`src/rtl/pwm_timer_ctrl.sv`:
```
// pwm_timer_ctrl: prescaled up-counter with double-buffered period/compare feeding one PWM comparator channel
module pwm_timer_ctrl #(
    parameter int WIDTH     = 16,
    parameter int PSC_WIDTH = 8
) (
    input  logic                 clk,
    input  logic                 rst,
    input  logic                 start,
    input  logic                 stop,
    input  logic                 one_shot,
    input  logic                 cfg_valid,
    output logic                 cfg_ready,
    input  logic [WIDTH-1:0]     cfg_period,
    input  logic [WIDTH-1:0]     cfg_compare,
    input  logic [PSC_WIDTH-1:0] cfg_psc,
    output logic [WIDTH-1:0]     cnt_o,
    output logic [WIDTH-1:0]     cmp_o,
    output logic [WIDTH-1:0]     period_o,
    output logic                 pwm_en_o,
    output logic                 update_o,
    output logic                 busy
);
    typedef enum logic [1:0] {IDLE, RUN, DRAIN} state_t;
    state_t state, state_nx;
    logic [PSC_WIDTH-1:0] psc_active, psc_cnt, pend_psc;
    logic [WIDTH-1:0] pend_period, pend_compare;
    logic pend_valid, one_shot_q, tick, pe, accept, load, launch;
    assign cfg_ready = !pend_valid;
    // period-end detection and config handshake; a pending config loads at once when idle, else at PE
    always_comb begin
        tick   = busy && psc_cnt == psc_active;
        pe     = tick && (period_o == '0 || cnt_o == period_o - WIDTH'(1));
        accept = cfg_valid && !pend_valid;
        load   = pend_valid && (state == IDLE || pe);
        launch = state == IDLE && start && !stop;
    end
    // state register
    always_ff @(posedge clk) begin
        state <= rst ? IDLE : state_nx;
    end
    // next state: one-shot end at PE wins over a stop arriving in the same cycle
    always_comb begin
        state_nx = state;
        unique case (state)
            IDLE:    state_nx = (start && !stop) ? RUN : IDLE;
            RUN:     state_nx = (pe && one_shot_q) ? IDLE : stop ? DRAIN : RUN;
            DRAIN:   state_nx = pe ? IDLE : DRAIN;
            default: state_nx = IDLE;
        endcase
    end
    // state-decoded outputs
    always_comb begin
        busy     = state != IDLE;
        pwm_en_o = state != IDLE;
    end
    // prescaler, counter, pending buffer and active registers
    always_ff @(posedge clk) begin
        if (rst) begin
            cnt_o        <= '0;
            cmp_o        <= '0;
            period_o     <= '0;
            psc_active   <= '0;
            psc_cnt      <= '0;
            pend_period  <= '0;
            pend_compare <= '0;
            pend_psc     <= '0;
            pend_valid   <= 1'b0;
            one_shot_q   <= 1'b0;
            update_o     <= 1'b0;
        end else begin
            if (accept) begin
                pend_period  <= cfg_period;
                pend_compare <= cfg_compare;
                pend_psc     <= cfg_psc;
                pend_valid   <= 1'b1;
            end
            if (load) begin
                period_o   <= pend_period;
                cmp_o      <= pend_compare;
                psc_active <= pend_psc;
                pend_valid <= 1'b0;
            end
            if (launch)
                one_shot_q <= one_shot;
            update_o <= load;
            psc_cnt  <= (!busy || tick) ? '0 : psc_cnt + PSC_WIDTH'(1);
            cnt_o    <= (!busy || pe) ? '0 : tick ? cnt_o + WIDTH'(1) : cnt_o;
        end
    end
endmodule

```
`config.mk`:
```
export PLATFORM = sky130hd
export DESIGN_NAME = pwm_timer_ctrl
export DESIGN_NICKNAME = d
export VERILOG_FILES = /design/src/rtl/pwm_timer_ctrl.sv
export SDC_FILE = /design/constraint.sdc
export NUM_CORES = 1
export LEC_CHECK = 0
export ABC_CLOCK_PERIOD_IN_PS = 4310
export CORE_ASPECT_RATIO = 1.5
export CORE_MARGIN = 2
export CORE_UTILIZATION = 55
export CTS_CLUSTER_SIZE = 40
export DETAILED_ROUTE_END_ITERATION = 6
export GPL_TIMING_DRIVEN = 1
export PLACE_DENSITY_LB_ADDON = 0.3
export SLEW_MARGIN = 20
export SYNTH_ARGS = -nofsm -noshare
export SYNTH_HDL_FRONTEND = slang
export SYNTH_SLANG_ARGS = --single-unit
```
`constraint.sdc`:
```
create_clock -name clk -period 4.31 [get_ports clk]
set_clock_uncertainty 0.1 [all_clocks]
set_input_delay 0.431 -clock clk [delete_from_list [all_inputs] [get_ports clk]]
set_output_delay 0.431 -clock clk [all_outputs]
set_load 0.01 [all_outputs]
```
==> Yosys cells after proc, flatten, opt, wreduce, memory -nomap -nowiden <==
Cells that the tools add are included.
{ "totals": {"regBits": 109, "inputBits": 46, "out_inout_bits": 52} }
{ "classes": {"n_addsub": 3, "eq_ne": 4, "n_mux": 5, "reduce_logical": 21} }
{ "ops": {"columns": ["operator", "n"], "rows": [
  ["adder 16 x 1 -> 16 bit, second input constant", 1],
  ["equality test 16 bit", 1],
  ["logical NOT 16 bit", 1],
  ["subtractor 16 x 1 -> 16 bit, second input constant", 1],
  ["adder 8 x 1 -> 8 bit, second input constant", 1],
  ["equality test 8 bit", 1],
  ["logical AND 1 bit", 8],
  ["2-to-1 mux 2 bit", 3],
  ["case mux 2 bit (3 select lines)", 1],
  ["OR reduction 2 bit", 3],
  ["logical OR 1 bit", 4],
  ["logical NOT 1 bit", 3],
  ["equality test 2 x 1 -> 1 bit, second input constant", 1],
  ["equality test 2 bit, second input constant", 1],
  ["logical NOT 2 bit", 1],
  ["nonzero test 2 bit", 1],
  ["2-to-1 mux 1 bit", 1]
]} }

==> Depth between registers and ports, before layout <==
Gate-level depths: netlist (run 1).
{ "logic_depth": {"word_depth": 7, "depth_mapped": 12} }

==> Worst setup path after synthesis (run 1) <==
No wires, ideal clock.
{ "synth_timing": {"path_kind": "reg2reg", "start": "register period_o[7]", "end": "register psc_active[4]", "t_arrival_ps": 2671, "setup_slack_ps": 1411, "stages_incl_launch_ff": 12, "path_buffers": 3, "cell_sequence": "dfxtp_1 buf_2 or4_1 clkbuf_1 or3_1 o211a_1 o21ai_2 nor4_4 o31ai_4 buf_6 mux2i_1 nor2_1"} }
{ "synth_between": {"elab_chain_cells": 6} }
{ "synth_lines": {"columns": ["item", "line_no", "source"], "rows": [
  ["start: declaration", "18", "output logic [WIDTH-1:0] period_o,"],
  ["start signal: assignment", "78", "period_o <= pend_period;"],
  ["subtractor 16 x 1 -> 16 bit", "32", "pe = tick && (period_o == '0 || cnt_o == period_o - WIDTH'(1));"],
  ["equality test 16 bit", "32", null],
  ["logical OR 1 bit *", "32", null],
  ["logical AND 1 bit *", "32", null],
  ["logical OR 1 bit *", "34", "load = pend_valid && (state == IDLE || pe);"],
  ["logical AND 1 bit *", "34", null],
  ["end signal: assignment", "80", "psc_active <= pend_psc;"],
  ["end: declaration", "25", "logic [PSC_WIDTH-1:0] psc_active, psc_cnt, pend_psc;"]
]} }
Mark *: on every way between the ends. The rest lies on a longest branch, timed or not.
A chain may end at the register's enable or synchronous reset.

==> Final worst setup path (run 1) <==
{ "layout_timing": {"start": "register period_o[0]", "end": "register cmp_o[7]"} }
{ "layout_between": {"elab_chain_cells": 6} }
{ "layout_lines": {"columns": ["item", "line_no", "source"], "rows": [
  ["subtractor 16 x 1 -> 16 bit", "32", null],
  ["equality test 16 bit", "32", null],
  ["logical OR 1 bit *", "32", null],
  ["logical AND 1 bit *", "32", null],
  ["logical OR 1 bit *", "34", null],
  ["logical AND 1 bit *", "34", null],
  ["end signal: assignment", "79", "cmp_o <= pend_compare;"],
  ["end: declaration", "17", "output logic [WIDTH-1:0] cmp_o,"]
]} }
Marks and branches as above.

==> results of run 1 <==
-- per-layer routing --
layer / global-route usage [%] / routed length, microns / up-vias
met5: 0 / 0 / -
met4: 10.1 / 348 / 0
met3: 4.68 / 512 / 30
met1: 28.9 / 4420 / 1906
met2: 44.7 / 5960 / 127
li1: - / - / 1987
-- cells by family (layout without fill, tap and decap cells) --
family | after synthesis | count (layout) | share of synthesized area (%)
simple gates | 234 | 234 | 22.0
compound gates | 68 | 68 | 9.07
flops | 109 | 109 | 46.1
mux | 43 | 43 | 9.10
fa+ha+maj | 4 | 4 | 1.06
xor+xnor | 47 | 47 | 8.70
buf+inv | 40 | 124 | 3.99
-- power breakdown --
group | leakage, nW | internal (mW) | switching (mW) | total, mW
Sequential | 0.886 | 1.04 | 0.0275 | 1.07
Combinational | 1.47 | 0.119 | 0.127 | 0.246
Clock | 0.132 | 0.403 | 0.340 | 0.743
Total | 2.48 | 1.56 | 0.494 | 2.06
-- worst max-delay path, stage by stage (launching register included) --
cell	delay (ns)
dfxtp_1	0.39
inv_1	0.12
ha_1	0.26
or4b_1	0.58
nor2_1	0.35
mux2i_1	0.13
o2111ai_1	0.33
nor4_4	0.08
o31ai_4	0.20
buf_4	0.49
mux2i_1	0.27
nor2_1	0.06
-- stage by stage --
stage / setup slack [ns] / cells / util, % / cell area (sq um) / hold slack [ns]
floorplan: 1.41 / 545 / - / 4730 / 0.336
global placement: 0.863 / 722 / 68.3 / 5710 / 0.342
detailed placement: 0.785 / 722 / 68.3 / 5710 / 0.346
CTS: 0.769 / 736 / 71.5 / 5980 / 0.355
global route: 0.522 / 736 / 71.5 / 5980 / 0.366
finish: 0.776 / 736 / 71.5 / 5980 / 0.356
-- Yosys cell counts, drive strengths merged (2+ instances only) --
master / n
a21oi: 42
nand3b: 2
o211a: 2
nand3: 14
nor3: 7
o21ai: 3
inv: 8
o22ai: 3
a21o: 2
ha: 4
and3: 7
o2111ai: 2
nor2: 83
nand2: 91
dfxtp: 109
nor4: 6
and3b: 2
xnor2: 23
a211oi: 3
o31ai: 2
xor2: 24
mux2i: 43
clkbuf: 24
or3: 2
or4: 2
nor2b: 2
a31oi: 2
or4b: 2
buf: 8
nand4: 9
-- registers in the layout, summed over array words and instances (netlist names) --
name	flops
pend_valid	1
cnt_o	16
update_o	1
pend_compare	16
psc_cnt	8
one_shot_q	1
state	2
pend_psc	8
cmp_o	16
period_o	16
pend_period	16
psc_active	8
-- final timing paths --
path	slack, ns	end	start	cells after the start
setup / recovery	0.78	cmp_o[7]	period_o[0]	11
hold / removal	0.36	pend_period[1]	pend_period[1]	2
setup reg to reg	0.78	cmp_o[7]	period_o[0]	11
hold reg to reg	0.36	pend_period[1]	pend_period[1]	2
-- final cells by class --
class                   count  area share, %
multi-input cells         396           39.5
flip-flops and latches    109           36.5
repair buffers            102           16.8
clock buffers              11           4.06
well taps                 107           2.24
inverters                   8          0.502
clock inverters             3          0.377
==> impl_metrics.json, run 1 <==
{
  "layout_min_cycle_time_ns": 3.53,
  "arrival_ns": 3.63,
  "routedWlPerCell_microns": 15.3,
  "maxSlewViolCount": 0,
  "post_cts_buffers": 0,
  "synth-seq-cells": 109,
  "dr.pass1.iters": 5,
  "coreArea_sq_mm": 0.00836,
  "cts-htree-levels": 3,
  "power_mw": 2.06,
  "dieArea_sq_mm": 0.00938,
  "n_antenna_cell": 0,
  "netlist_top_cells_area": "dfxtp_1, mux2i_1, nand2_1",
  "final_nets": 676,
  "via_per_inst": 5.50,
  "grt_max_degree": 46,
  "cp-end-kind": "flip-flop",
  "clkLatencyLatePin_ns": 0.34,
  "yosysTopAreaCell": "dfxtp_1",
  "cts_resized": 0,
  "final_common_cell": "dfxtp_1",
  "synth_edf_count": 0,
  "syn_area_sq_mm": 0.00473,
  "worst_slew_pin_slew_ns": 0.830,
  "gp_congestion": 0.988,
  "cts.sinks": 109,
  "setup_viol": 0,
  "die_width_microns": 79.7,
  "holdBufCountCts": 0,
  "power.leakage_nw": 2.48,
  "tns_ns": 0,
  "ys_seq_area_share_pct": 46.1,
  "synth_area_per_cell_sq_um": 8.68,
  "peakVddDrop_uv": 314,
  "start_kind": "flip-flop",
  "synth_top_flop_cell": "dfxtp_1",
  "start_util_pct": 56.6,
  "fmax_mhz": 283,
  "rows": 41,
  "power_density_mw_per_mm2": 344,
  "drt-initial-drc-count": 220,
  "rsz0062_at_grt": "no",
  "die_h_microns": 118,
  "ys_warn_count": 0,
  "fillers": 692,
  "syn_to_final_growth_pct": 26.3,
  "cts_tree": "built",
  "status": "finished, final reports clean",
  "hold_path_class": "reg2reg",
  "post-route-period-util_pct": 82.0,
  "drc": 0,
  "io_buffers": 97,
  "final_cell_mix": "dfxtp_1, clkdlybuf4s50_1, nand2_1, nor2_1, mux2i_1",
  "clkTransAtPathRegs_ns": 0.07,
  "ant_nets": 0,
  "grt_usage_pct": 25.1,
  "crit_fanout": 30,
  "synth_fp_nets": 595,
  "grt_first_pass_wirelength_mm": 18.9,
  "antenna_found_initial": 0,
  "multi_input_area_sq_mm": 0.00236,
  "hpwlAfterDp_mm": 8.10,
  "maxSlewHeadroom_pct": 44.7,
  "yosysTopAreaCellShare_pct": 46.1,
  "maxCapViolCount": 0,
  "layout-drive-gt1-share_pct": 4.13,
  "numCtsBuffers": 9,
  "critical_path_class": "reg2reg",
  "netlist_instances": 545,
  "seqCellArea_sq_mm": 0.00218,
  "vias": 4050,
  "cts-root-buf": "clkbuf_16",
  "grt_pass1_vias": 4008,
  "clock_path_buffers": 2,
  "ys_async_sr_fraction_pct": 0,
  "wirelength_mm": 11.2,
  "grt_overflow_total": 0,
  "cp.required_ns": 4.40,
  "ys_types": 50,
  "hold_viol": 0,
  "ios": 98
}
(Power assumes the default switching activity.)
==> run 2: changes to the inputs <==
- ABC_CLOCK_PERIOD_IN_PS: 4310 -> 2850
- CORE_UTILIZATION: 55 -> 46
- clock period: 4.31 -> 2.85 ns (I/O delays scaled with it)
==> run 2 against run 1 <==
Setup slack worse by 0.73 ns. Cell area rose by 9.2%. Critical path depth increased by 1. Final cell count is 8.0% higher. Clock power grew 56%. Die area is 19% higher. Wire length is 11% higher. Sequential power is 50% higher. Critical endpoint is now period_o[9]. Highest routed layer unchanged.
==> impl_metrics.json, run 2 (same netlist as run 1, synthesis figures left out) <==
{
  "status": "finished, final reports clean",
  "holdBufCountCts": 0,
  "n_antenna_cell": 0,
  "pwr-share-clk_pct": 35.9,
  "final_area_sq_mm": 0.00653,
  "clkLatencyLatePin_ns": 0.34,
  "via_per_inst": 5.37,
  "clock_path_buffers": 2,
  "seqCellArea_sq_mm": 0.00219,
  "clkTransAtPathRegs_ns": 0.07,
  "setup_viol": 0,
  "multi_input_area_sq_mm": 0.00244,
  "coreArea_sq_mm": 0.0101,
  "grt_pass1_vias": 4135,
  "grt_first_pass_wirelength_mm": 19.6,
  "start_util_pct": 47.0,
  "cp.required_ns": 2.97,
  "wirelength_mm": 12.5,
  "fmax_mhz": 357,
  "peakVddDrop_uv": 429,
  "cts.sinks": 109,
  "postPlaceCellArea_sq_mm": 0.00608,
  "final_cell_mix": "dfxtp_1, clkdlybuf4s50_1, nand2_1, nor2_1, buf_4",
  "antenna_found_initial": 0,
  "hold_path_class": "reg2reg",
  "gp_congestion": 0.887,
  "cts-root-buf": "clkbuf_16",
  "p_switching_uw": 799,
  "hold_viol": 0,
  "max_stage_delay_ns": 0.52,
  "grt_usage_pct": 22.5,
  "rows": 45,
  "die_width_microns": 86.8,
  "pre_cts_ws_ns": -0.0667,
  "rsz0062_at_grt": "yes",
  "drt-initial-drc-count": 154,
  "fillers": 829,
  "cts-htree-levels": 3,
  "dr.pass1.iters": 4,
  "arrival_ns": 2.92,
  "placed_cells": 772,
  "post-route-period-util_pct": 98.3,
  "drc": 0,
  "cts_tree": "built",
  "maxSlewHeadroom_pct": 67.4,
  "critical_path_class": "reg2reg",
  "ios": 98,
  "final_common_cell": "dfxtp_1",
  "hpwlAfterDp_mm": 9.14,
  "p_sw_share_pct": 24.7,
  "numCtsBuffers": 9,
  "fin_cells": 795,
  "combPwrFrac_pct": 14.4,
  "setup_ws_ns": 0.0475,
  "internal_power_mw": 2.44,
  "tns_ns": 0,
  "worstPathCellList": "inv_2, ha_4, or4b_4, nor2_4, a21o_1, nand4_1, nor4_4, o31ai_4, buf_6, clkbuf_16, mux2i_1, nor2_1",
  "power.leakage_nw": 2.79,
  "final_nets": 723,
  "cp-end-kind": "flip-flop",
  "ant_nets": 0,
  "worst_slew_pin_slew_ns": 0.489,
  "whs_ns": 0.355,
  "maxCapViolCount": 0,
  "layout_min_cycle_time_ns": 2.80,
  "crit_fanout": 7,
  "maxSlewViolCount": 0,
  "start_kind": "flip-flop",
  "critPathSlowestCell": "or4b_4",
  "syn_to_final_growth_pct": 38.0,
  "seq_power_share_pct": 49.7,
  "routedWlPerCell_microns": 15.7,
  "dieArea_sq_mm": 0.0111,
  "grt_overflow_total": 0,
  "io_buffers": 97,
  "power_density_mw_per_mm2": 496,
  "layout-drive-gt1-share_pct": 13.4,
  "grt_max_degree": 51,
  "vias": 4266,
  "die_h_microns": 128
}
==> run 2: worst paths after layout <==
| path | slack, ns | end | startpoint | cells after the start |
|---|---|---|---|---|
| min | 0.36 | pend_compare[0] | pend_compare[0] | 2 |
| max reg2reg | 0.05 | period_o[9] | period_o[0] | 12 |
| max | 0.05 | period_o[9] | period_o[0] | 12 |
| min reg2reg | 0.36 | pend_compare[0] | pend_compare[0] | 2 |
==> run 2: layout make-up <==
type,instances,area share (%)
well taps,117,2.24
flip-flops and latches,109,33.5
inverters,8,0.460
clock inverters,3,0.326
multi-input cells,396,37.3
clock buffers,13,3.83
repair buffers,149,22.3
==> run 2: power by group through the flow <==
| stage | registers (mW) | logic, mW | clock network, mW |
|---|---|---|---|
| finish | 1.61 | 0.467 | 1.16 |
| global route | 1.61 | 0.505 | 1.23 |
| CTS | 1.61 | 0.453 | 1.18 |
| detailed placement | 1.64 | 0.423 | 0 |
| global placement | 1.64 | 0.415 | 0 |
| floorplan | 1.64 | 0.244 | 0 |
==> run 2: layer usage <==
metal  track usage (%)  up-vias  share of wire, %
li1                  -     2090                 -
met1              24.6     2024                40
met2              40.3      123                53
met3              3.54       29               3.9
met4              12.4        0               3.9
met5                 0        -                 0
==> run 2: per-stage QoR <==
step	power (mW)	utilization, %
CTS	3.24	64.1
floorplan	1.89	-
finish	3.24	64.8
detailed placement	2.07	60.3
global placement	2.05	60.3
global route	3.35	64.8
==> run 2: repair_timing <==
| item | 4_1_cts | 5_1_grt |
|---|---|---|
| buffers inserted | 4 | 0 |
| pin swaps | 3 | 3 |
| gates cloned | 1 | 2 |
| endpoints found under the setup margin | 56 | 57 |
| resized for setup | 15 | 4 |
==> run 2: worst max-delay path, delay by kind of cell, from the launching register on <==
kind / cells / cell delay (ns)
fa+ha+maj: 1 / 0.13
buf+inv: 3 / 0.40
mux: 1 / 0.14
flops: 1 / 0.32
simple gates: 5 / 1.33
compound gates: 2 / 0.23
==> run 3: changes to the inputs <==
- CORE_MARGIN: 2 -> 3
==> run 3 against run 2 <==
Wire length is 1.5% lower. Combinational power is 2% lower. Count of clock-buffer cells in the layout down 2. Flip-flop and latch count unchanged. Total power up 6.1%. The run now ends with setup timing left. Register-to-register slack worse by 0.14 ns. Sequential share of layout area shrank 0.24 points. First-iteration DRC count grew 21%. Global-route usage shrank 1.5 points.
==> impl_metrics.json, run 3 (same netlist as run 1, synthesis figures left out) <==
{
  "rr_endpoint": "psc_active[5]",
  "clkTransAtPathRegs_ns": 0.07,
  "dr.pass1.iters": 5,
  "numCtsBuffers": 9,
  "cp-end-kind": "flip-flop",
  "via_per_inst": 5.34,
  "rsz0062_at_grt": "yes",
  "pre_cts_ws_ns": -0.148,
  "fmax_mhz": 340,
  "post-route-period-util_pct": 103,
  "hold_start": "rst",
  "coreArea_sq_mm": 0.00985,
  "die_width_microns": 88.8,
  "violations": "setup timing",
  "maxCapViolCount": 0,
  "p_sw_share_pct": 23.3,
  "seq_power_share_pct": 46.8,
  "hold_path_class": "in2reg",
  "start_kind": "flip-flop",
  "layout_min_cycle_time_ns": 2.94,
  "grt_overflow_total": 0,
  "ant_nets": 0,
  "p_switching_uw": 801,
  "grt_first_pass_wirelength_mm": 19.2,
  "wirelength_mm": 12.3,
  "drc": 0,
  "routedWlPerCell_microns": 15.5,
  "whs_path_depth": 2,
  "whs_ns": 0.198,
  "hold_end": "period_o[4]",
  "pwr-share-clk_pct": 39.8,
  "gp_congestion": 0.978,
  "holdBufCountCts": 0,
  "hold_viol": 0,
  "peakVddDrop_uv": 359,
  "die_h_microns": 130,
  "tns_ns": -0.710,
  "setup_viol": 19,
  "internal_power_mw": 2.63,
  "fillers": 807,
  "crit_fanout": 5,
  "layout-drive-gt1-share_pct": 14.1,
  "syn_to_final_growth_pct": 38.9,
  "cts.sinks": 109,
  "arrival_ns": 3.06,
  "grt_usage_pct": 21.0,
  "clock_path_buffers": 2,
  "cp.required_ns": 2.97,
  "dieArea_sq_mm": 0.0116,
  "drt-initial-drc-count": 187,
  "hpwlAfterDp_mm": 8.88,
  "power.leakage_nw": 2.79,
  "r2r_setup_slack_ns": -0.09,
  "rows": 44,
  "setup_ws_ns": -0.0912,
  "n_antenna_cell": 0,
  "final_common_cell": "dfxtp_1",
  "worst_slew_pin_slew_ns": 0.473,
  "cts-root-buf": "clkbuf_16",
  "postPlaceCellArea_sq_mm": 0.00604,
  "antenna_found_initial": 0,
  "combPwrFrac_pct": 13.3,
  "rr_worst_depth": 12,
  "final_cell_mix": "dfxtp_1, clkdlybuf4s50_1, nand2_1, nor2_1, a21oi_1",
  "clkLatencyLatePin_ns": 0.34,
  "final_area_sq_mm": 0.00658,
  "vias": 4217,
  "status": "finished with violations",
  "rr_startpoint": "period_o[0]",
  "ios": 98,
  "io_buffers": 97,
  "grt_pass1_vias": 4089,
  "cts-htree-levels": 3,
  "start_util_pct": 48.0,
  "critical_path_class": "reg2reg",
  "grt_max_degree": 50,
  "maxSlewViolCount": 0,
  "power_density_mw_per_mm2": 522,
  "cts_tree": "built",
  "final_nets": 720,
  "maxSlewHeadroom_pct": 68.5
}
run 3: metal layers:
metal / vias up / GRT usage (%) / routed length, microns / share of wire [%]
met2: 138 / 36.9 / 6440 / 52
met1: 1973 / 24.1 / 4850 / 39
met4: 0 / 8.63 / 378 / 3.1
li1: 2077 / - / - / -
met5: - / 0 / 0 / 0
met3: 29 / 4.61 / 612 / 5.0
run 3: timing repair:
action	4_1_cts	5_1_grt
pin swaps	0	1
gates resized for setup	4	17
gates cloned	0	4
setup buffers	0	5
setup endpoints to repair	56	57
run 3: per-stage QoR:
stage                     util [%]  total power, mW  cells
after CTS                     64.8             3.41    781
final                         66.7             3.43    790
after global routing          66.7             3.56    790
after global placement        61.2             2.04    765
after floorplan                  -             1.89    545
after detailed placement      61.2             2.06    765
run 3: power groups by stage:
stage / Sequential, mW / Clock (mW) / Combinational, mW
floorplan: 1.64 / 0 / 0.244
global placement: 1.64 / 0 / 0.404
detailed placement: 1.64 / 0 / 0.414
CTS: 1.61 / 1.38 / 0.419
global route: 1.61 / 1.45 / 0.498
finish: 1.61 / 1.37 / 0.457
run 3: worst max path at each step:
stage / startpoint / to / cells after the start
6_report: period_o[0] / psc_active[5] / 12
3_3_place_gp: period_o[0] / cmp_o[8] / 11
5_1_grt: period_o[0] / psc_active[7] / 12
2_1_floorplan: period_o[10] / period_o[7] / 10
3_5_place_dp: period_o[0] / cmp_o[15] / 11
4_1_cts: period_o[8] / cmp_o[15] / 9
run 3: worst max-delay path, cell delays in order, from the launching register on:
cell and delay [ns]:
dfxtp_2 0.33, inv_2 0.08, ha_4 0.14, or4b_4 0.53
xor2_2 0.21, nor4_2 0.22, o22ai_2 0.16, nor4_4 0.36
o31ai_4 0.14, buf_6 0.15, clkbuf_16 0.15, mux2i_1 0.19
nor2_1 0.06
run 3: cell type report:
| type | count | area, sq um | area share (%) |
|---|---|---|---|
| clock buffers | 11 | 253 | 3.84 |
| clock inverters | 5 | 81.3 | 1.24 |
| inverters | 8 | 30.0 | 0.457 |
| multi-input cells | 396 | 2440 | 37.2 |
| flip-flops and latches | 109 | 2190 | 33.3 |
| well taps | 115 | 144 | 2.19 |
| repair buffers | 146 | 1440 | 21.8 |
